`config.mk`:
```
export PLATFORM = sky130hd
export DESIGN_NAME = core_control_wb_arbiter
export DESIGN_NICKNAME = d
export VERILOG_FILES = /design/src/rtl/core_control_wb_arbiter_pkg.sv /design/src/rtl/core_control_wb_pair.sv /design/src/rtl/core_control_wb_arbiter.sv
export SDC_FILE = /design/constraint.sdc
export NUM_CORES = 1
export LEC_CHECK = 0
export ABC_AREA = 1
export CORE_ASPECT_RATIO = 0.6
export CORE_MARGIN = 2
export CORE_UTILIZATION = 38
export CTS_BUF_LIST = sky130_fd_sc_hd__clkbuf_4 sky130_fd_sc_hd__clkbuf_8 sky130_fd_sc_hd__clkbuf_16
export DETAILED_ROUTE_END_ITERATION = 16
export HOLD_SLACK_MARGIN = 0.06
export PLACE_DENSITY = 0.8
export SLEW_MARGIN = 25
export SYNTH_ARGS = -nofsm -noshare
export SYNTH_HDL_FRONTEND = slang
export SYNTH_HIERARCHICAL = 1
export SYNTH_SLANG_ARGS = --single-unit
```
`constraint.sdc`:
```
create_clock -name clk -period 2.02 [get_ports clk]
set_input_delay 0.404 -clock clk [delete_from_list [all_inputs] [get_ports clk]]
set_output_delay 0.404 -clock clk [all_outputs]
set_load 0.01 [all_outputs]
```
`src/rtl/core_control_wb_arbiter_pkg.sv`:
```
// rtl/core_control_wb_arbiter_pkg.sv - shared uarch types and register numbers for writeback arbitration
package core_control_wb_arbiter_pkg;

  typedef logic [31:0] word;
  typedef logic [3:0]  reg_num;
  typedef logic [3:0]  psr_flags;

  typedef enum logic {
    SINGLE   = 1'b0,
    PAIR_2ND = 1'b1
  } wb_arb_state;

  localparam reg_num REG_LR = 4'd14;
  localparam reg_num REG_PC = 4'd15;

endpackage

```
`src/rtl/core_control_wb_pair.sv`:
```
// rtl/core_control_wb_pair.sv - second-write latch and PAIR_2ND state for atomic write pairs
module core_control_wb_pair
  import core_control_wb_arbiter_pkg::*;
(
  input  logic        clk,
  input  logic        rst,
  input  logic        load,
  input  reg_num      load_rd,
  input  word         load_value,
  output wb_arb_state state,
  output reg_num      pend_rd,
  output word         pend_value
);

  // PAIR_2ND always lasts exactly one cycle; reset drops any pending second write.
  always_ff @(posedge clk) begin
    if (rst) begin
      state      <= SINGLE;
      pend_rd    <= '0;
      pend_value <= '0;
    end else begin
      case (state)
        SINGLE: begin
          if (load) begin
            state      <= PAIR_2ND;
            pend_rd    <= load_rd;
            pend_value <= load_value;
          end
        end
        PAIR_2ND: state <= SINGLE;
        default:  state <= SINGLE;
      endcase
    end
  end

endmodule

```
`src/rtl/core_control_wb_arbiter.sv`:
```
// rtl/core_control_wb_arbiter.sv - register-file write port arbiter (exc > mem > mul > alu, ALU aging)
// Optional forwarding comparator enabled by CORE_WB_BYPASS_EN.
module core_control_wb_arbiter
  import core_control_wb_arbiter_pkg::*;
#(
  parameter int unsigned ALU_AGE_MAX = 3
) (
  input  logic     clk,
  input  logic     rst,
  input  logic     exc_valid,
  output logic     exc_ready,
  input  word      exc_lr,
  input  word      exc_vector,
  input  logic     mem_valid,
  output logic     mem_ready,
  input  reg_num   mem_rd,
  input  word      mem_data,
  input  logic     mul_valid,
  output logic     mul_ready,
  input  logic     mul_long,
  input  reg_num   mul_rd_lo,
  input  reg_num   mul_rd_hi,
  input  word      mul_q_lo,
  input  word      mul_q_hi,
  input  logic     alu_valid,
  output logic     alu_ready,
  input  reg_num   alu_rd,
  input  word      alu_q,
  input  logic     alu_update_flags,
  input  psr_flags alu_flags,
`ifdef CORE_WB_BYPASS_EN
  input  reg_num   fwd_ra,
  output logic     fwd_hit,
  output word      fwd_value,
`endif
  output logic     writeback,
  output reg_num   rd,
  output word      wr_value,
  output logic     update_flags,
  output psr_flags wb_flags,
  output logic     pair_busy
);

  localparam logic [1:0] AGE_MAX = 2'(ALU_AGE_MAX);

  wb_arb_state state;
  reg_num      pend_rd;
  word         pend_value;
  logic [1:0]  alu_age;
  logic        can_grant;
  logic        alu_promoted;
  logic        pair_load;
  reg_num      pair_rd;
  word         pair_value;

  assign pair_busy    = (state == PAIR_2ND);
  assign can_grant    = !rst && (state == SINGLE);
  assign alu_promoted = (alu_age == AGE_MAX);

  always_comb begin
    exc_ready = can_grant && exc_valid;
    mem_ready = can_grant && mem_valid && !exc_valid;
    mul_ready = can_grant && mul_valid && !exc_valid && !mem_valid &&
                !(alu_promoted && alu_valid);
    alu_ready = can_grant && alu_valid && !exc_valid && !mem_valid &&
                (!mul_valid || alu_promoted);
  end

  assign pair_load  = exc_ready || (mul_ready && mul_long);
  assign pair_rd    = exc_ready ? REG_PC : mul_rd_hi;
  assign pair_value = exc_ready ? exc_vector : mul_q_hi;

  core_control_wb_pair u_pair (
    .clk        (clk),
    .rst        (rst),
    .load       (pair_load),
    .load_rd    (pair_rd),
    .load_value (pair_value),
    .state      (state),
    .pend_rd    (pend_rd),
    .pend_value (pend_value)
  );

  always_ff @(posedge clk) begin
    if (rst || !alu_valid || alu_ready) begin
      alu_age <= '0;
    end else if (alu_age != AGE_MAX) begin
      alu_age <= alu_age + 2'd1;
    end
  end

  // The pending second write takes the port in PAIR_2ND; no grant can coincide with it.
  always_ff @(posedge clk) begin
    if (rst) begin
      writeback    <= 1'b0;
      rd           <= '0;
      wr_value     <= '0;
      update_flags <= 1'b0;
      wb_flags     <= '0;
    end else begin
      writeback    <= 1'b0;
      update_flags <= 1'b0;
      if (pair_busy) begin
        writeback <= 1'b1;
        rd        <= pend_rd;
        wr_value  <= pend_value;
      end else if (exc_ready) begin
        writeback <= 1'b1;
        rd        <= REG_LR;
        wr_value  <= exc_lr;
      end else if (mem_ready) begin
        writeback <= 1'b1;
        rd        <= mem_rd;
        wr_value  <= mem_data;
      end else if (mul_ready) begin
        writeback <= 1'b1;
        rd        <= mul_rd_lo;
        wr_value  <= mul_q_lo;
      end else if (alu_ready) begin
        writeback    <= 1'b1;
        rd           <= alu_rd;
        wr_value     <= alu_q;
        update_flags <= alu_update_flags;
        wb_flags     <= alu_flags;
      end
    end
  end

`ifdef CORE_WB_BYPASS_EN
  logic cur_hit;
  logic pend_hit;

  assign cur_hit   = writeback && (rd == fwd_ra);
  assign pend_hit  = pair_busy && (pend_rd == fwd_ra);
  assign fwd_hit   = cur_hit || pend_hit;
  assign fwd_value = (!cur_hit && pend_hit) ? pend_value : wr_value;
`endif

endmodule

```
==> After elaboration in Yosys (flattened, before gate mapping) <==
Index checks and enable logic that the tools add are counted.
{ "classes": {"add_sub_neg": 1, "eq_ne": 2, "mux": 19, "bitwise_logic": 5, "n_reduce_logical": 28} }
{ "op_table": {"columns": ["operator", "count"], "rows": [
  ["two-way mux 32 bit", 6],
  ["two-way mux 4 bit", 6],
  ["logical AND 1 bit", 14],
  ["logical NOT 1 bit", 6],
  ["two-way mux 1 bit", 6],
  ["OR reduction 6 bit", 1],
  ["NOT 1 bit", 5],
  ["AND reduction 5 bit", 1],
  ["nonzero test 5 bit", 1],
  ["logical OR 1 bit", 4],
  ["adder 2 x 1 -> 2 bit (second input constant)", 1],
  ["== test 2 bit (second input constant)", 1],
  ["!= test 2 bit (second input constant)", 1],
  ["one-hot mux 1 bit (2 select lines)", 1],
  ["AND reduction 2 bit", 1]
]} }
{ "word_totals": {"register_bits": 81, "out_inout_bits": 47, "word_cells": 64} }

==> Depth between registers and ports, before layout <==
{ "depth": {"word_depth": 11, "mapped_depth": 13, "ltp_nobuf": 11} }

==> Modules after synthesis <==
Netlist, hierarchy kept.
{ "by_module_without_submodules": {"columns": ["mod", "n_inst", "cells_per_inst", "area_each_um2", "seq_area_each_um2"], "rows": [
  ["core_control_wb_arbiter", 1, 709, 3844.9, 880.8],
  ["core_control_wb_pair", 1, 235, 1664.1, 740.7]
]} }

==> Least setup slack after synthesis <==
OpenSTA, ideal clock, no wires.
{ "synth_path": {"path_type": "reg2reg", "from": "register u_pair.state", "to": "register u_pair.pend_value[22]", "t_arrival_ps": 1971, "required_time_ps": 1958, "slack_ps": -13, "stages_incl_launch_ff": 14, "n_path_buf": 4, "synth_period_minus_slack_ps": 2033, "cell_sequence": "dfxtp_1 buf_6 nor2_8 nand2_4 nor2_8 buf_2 nand2_1 nand2_1 buf_4 inv_2 nor2_8 buf_4 nor2_1 nor2_2"} }
{ "synth_via": {"elab_chain_cells": 9, "elab_cells_between_ends": 11} }
{ "synth_lines": {"columns": ["element", "line", "source"], "rows": [
  ["start, declared", "core_control_wb_pair.sv:10", "output wb_arb_state state,"],
  ["start signal, assigned", "core_control_wb_pair.sv:18", "state <= SINGLE;"],
  ["start signal, assigned", "core_control_wb_pair.sv:25", "state <= PAIR_2ND;"],
  ["start signal, assigned", "core_control_wb_pair.sv:30", "PAIR_2ND: state <= SINGLE;"],
  ["NOT 1 bit (no source line)", null, null],
  ["logical AND 1 bit", "core_control_wb_arbiter.sv:57", "assign can_grant = !rst && (state == SINGLE);"],
  ["logical AND 1 bit (4 in a row)", "core_control_wb_arbiter.sv:63", "mul_ready = can_grant && mul_valid && !exc_valid && !mem_valid &&"],
  ["via mul_ready", "core_control_wb_arbiter.sv:19", "output logic mul_ready,"],
  ["logical AND 1 bit", "core_control_wb_arbiter.sv:69", "assign pair_load = exc_ready || (mul_ready && mul_long);"],
  ["logical OR 1 bit", "core_control_wb_arbiter.sv:69", null],
  ["via pair_load", "core_control_wb_arbiter.sv:52", "logic pair_load;"],
  ["AND reduction 2 bit (no source line)", null, null],
  ["end signal, assigned", "core_control_wb_pair.sv:27", "pend_value <= load_value;"],
  ["end, declared", "core_control_wb_pair.sv:12", "output word pend_value"]
]} }
The timed path passes the listed nets, and every way through them passes these cells.
A chain may end at the register's enable or synchronous reset.

==> Worst setup path after layout <==
{ "layout_path": {"from": "input exc_valid", "to": "output mem_ready"} }
{ "layout_via": {"elab_chain_cells": 2} }
{ "layout_lines": {"columns": ["element", "line", "source"], "rows": [
  ["start, declared", "core_control_wb_arbiter.sv:10", "input logic exc_valid,"],
  ["logical NOT 1 bit", "core_control_wb_arbiter.sv:62", "mem_ready = can_grant && mem_valid && !exc_valid;"],
  ["logical AND 1 bit", "core_control_wb_arbiter.sv:62", null],
  ["end, declared", "core_control_wb_arbiter.sv:15", "output logic mem_ready,"]
]} }
Every way passes these cells.

==> impl_metrics.tcl <==
set metrics [dict create \
    outcome "finished clean" \
    crit_cells 6 \
    pwr-share-comb_pct 32.7 \
    leakagePower_nw 4.36 \
    start_util_pct 38.4 \
    synth_cell_types 29 \
    synthTopCellsByCount "nand2_1, nor2_1, dfxtp_1" \
    fin_skew_ns 0.00751 \
    slowest_delay_ns 0.43 \
    ant_nets 0 \
    cell_internal_pwr_mw 3.66 \
    wl_per_cell_um 13.9 \
    power_per_cell_area_nw_per_um2 588 \
    yosysMostFrequentCell "nand2_1" \
    place_inst 1396 \
    tns_ns 0 \
    synth_top_area_share_pct 29.4 \
    ys_dominant_reg_cell "dfxtp_1" \
    port_buffers 266 \
    ys_warn_count 6 \
    num_rows 34 \
    crit_required_ns 1.62 \
    htreeDepth 3 \
    slew_headroom_pct 69.2 \
    cts_buffer_depth 2 \
    arrival_ns 1.54 \
    min_period_ns 1.94 \
    rr_worst_depth 11 \
    routabilityCongestion 0.901 \
    die_x_um 159 \
    dr.pass1.iters 5 \
    cts_tree "built" \
    vias 6502 \
    whs_path_depth 2 \
    rsz0062_at_grt "no" \
    yosysSeqAreaShare_pct 29.4 \
    synth_edf_count 0 \
    net-switching-power_mw 1.56 \
    crit_buf_inv 5 \
    drc 0 \
    hold_viol 0 \
    synthTopCellsByArea "dfxtp_1, nand2_1, nor2_1, nand3_1, inv_1" \
    fin_cells 1415 \
    setup_violations 0 \
    worstPathCellList "clkdlybuf4s50_1, buf_4, inv_1, nand3_4, inv_2, dlygate4sd2_1" \
    p_seq_share_pct 35.1 \
    hold_buffers 0 \
    wirelength_um 19600 \
    core_sq_um 14300 \
    die_h_um 97.3 \
    grt_first_pass_wirelength_um 31600 \
    clkPwrFrac_pct 32.2 \
    slew_violations 0 \
    via_per_inst 4.60 \
    antennaDiodeCount 0 \
    numCtsBuffers 9 \
    finalCritPeriodShare_pct 96.2 \
    synth.largest_area_cell "dfxtp_1" \
    ys_ff_latch 81 \
    avgSynthCellArea_sq_um 5.84 \
    drtIter0Drc 497 \
    cts_root_buffer "clkbuf_16" \
    crit_path_end_kind "output pin" \
    syn_area_sq_um 5510 \
    max_freq_ghz 0.515 \
    ir_worst_vdd_mv 0.352 \
    nets 1433 \
    io_pins 267 \
    critical_path_class "in2out" \
    worstMarginPinSlew_ns 0.462 \
    cp_top_family "buffers and inverters" \
    clk_pin_slew_ns 0.07 \
    dieArea_sq_um 15500 \
    grt_pass1_vias 6117 \
    worst_hold_path_type "reg2reg" \
    start_kind "primary input" \
    finalPower_mw 5.22 \
    grt_usage_pct 25.3 \
    syn_inst 944 \
    overflow 0 \
    clk_latency_ns 0.33 \
    syn2layout_area_growth_pct 61.0 \
    drive_gt1_share_pct 8.96 \
    antenna_found_initial 0 \
    clock-sinks 81 \
    drv_cap 0 \
    cpMaxStageDelayCell "clkdlybuf4s50_1" \
    synth_async_sr_flop_share_pct 0 \
    switching_share_pct 29.8 \
    dp_hpwl_um 15700 \
    syn_nets 1165 \
    grt_max_degree 46 \
    crit_fanout 2 \
]
[metrics by stage]
step                utilization [%]  hold WS (ns)  instance area [sq um]  setup WS [ns]
floorplan                         -         0.438                   5510         0.0320
global placement               59.6         0.449                   8540         -0.332
detailed placement             59.6         0.460                   8540         -0.375
CTS                            61.7         0.471                   8850         0.0804
global route                   61.9         0.493                   8870         0.0167
finish                         61.9         0.471                   8870         0.0765
[worst reg2reg max path: cells and delay by family (launching register included)]
kind                       cells  cell delay (ns)
AOI/OAI and AO/OA              1             0.13
adders and majority gates      1             0.23
buffers and inverters          3             0.36
DFF                            1             0.36
and+or+nand+nor                6             0.70
[repair_timing]
item,4_1_cts,5_1_grt
buffers inserted,0,3
resized for setup,8,0
pin swaps,1,1
endpoints found under the setup margin,4,3
[cells in the final DEF (no fill, tap or decap)]
| cell type | Yosys | layout |
|---|---|---|
| ha_2 | 0 | 1 |
| bufinv_16 | 0 | 1 |
| buf_12 | 0 | 9 |
| inv_1 | 79 | 79 |
| nor3_1 | 1 | 1 |
| xor2_1 | 1 | 1 |
| clkbuf_4 | 0 | 1 |
| nand3b_1 | 33 | 33 |
| nor2_8 | 4 | 4 |
| nand3_4 | 1 | 1 |
| buf_4 | 10 | 39 |
| inv_4 | 1 | 2 |
| nor2_4 | 1 | 1 |
| inv_2 | 6 | 6 |
| inv_8 | 0 | 1 |
| nor2_1 | 122 | 121 |
| dfxtp_2 | 0 | 1 |
| inv_6 | 0 | 1 |
| a21oi_1 | 34 | 34 |
| clkinv_1 | 2 | 1 |
| nand3_1 | 64 | 64 |
| clkdlybuf4s50_1 | 0 | 261 |
| o21ai_0 | 37 | 37 |
| nand3_2 | 11 | 11 |
| nand2_1 | 388 | 388 |
| clkinv_4 | 0 | 2 |
| or2_2 | 4 | 4 |
| clkinvlp_4 | 0 | 1 |
| dfxtp_1 | 81 | 80 |
| o21bai_1 | 3 | 3 |
| nand2_2 | 5 | 5 |
| nand2_4 | 2 | 2 |
| clkbuf_16 | 0 | 9 |
| dlygate4sd2_1 | 0 | 5 |
| nor2_2 | 6 | 7 |
[state kept, by name (all words and copies together), names as in the netlist]
register and cells:
rd 4, alu_age 2, wr_value 32, update_flags 1, u_pair/state 1, wb_flags 4
u_pair/pend_value 32, u_pair/pend_rd 4, writeback 1
[final cells by class]
type | instances | area, sq um
Inverter | 88 | 335
Multi-Input combinational cell | 718 | 3230
Sequential cell | 81 | 1620
Clock buffer | 10 | 233
Fill cell | 1366 | 5470
Clock inverter | 6 | 75.1
Timing Repair Buffer | 314 | 3130
Tap cell | 198 | 248
[final timing paths]
path	from	to	slack, ns
max	exc_valid	mem_ready	0.08
min	rd[3]	rd[3]	0.47
max reg2reg	alu_age[0]	wr_value[15]	0.18
min reg2reg	rd[3]	rd[3]	0.47
[layer usage]
metal	wire, um	up-vias	GRT usage, %
li1	-	3423	-
met1	10100	2810	38.5
met2	7860	261	37.4
met3	1560	8	5.16
met4	121	0	3.36
met5	0	-	0
[power by group through the flow]
stage / registers [mW] / clock network (mW) / logic (mW)
detailed placement: 1.86 / 0 / 1.69
floorplan: 1.89 / 0 / 0.769
finish: 1.83 / 1.68 / 1.71
global route: 1.85 / 1.78 / 1.88
global placement: 1.86 / 0 / 1.67
CTS: 1.83 / 1.71 / 1.69
[cells by family after synthesis]
logic type               count (synthesis)  share of synthesized area [%]
AO/OA/AOI/OAI                           74                           6.86
XOR/XNOR                                 1                          0.159
adder cells (fa/ha/maj)                  1                          0.227
buffers and inverters                  145                           12.1
flip-flops                              81                           29.4
AND/OR/NAND/NOR                        642                           51.2
Note: power is estimated with default switching activity, not from simulation.
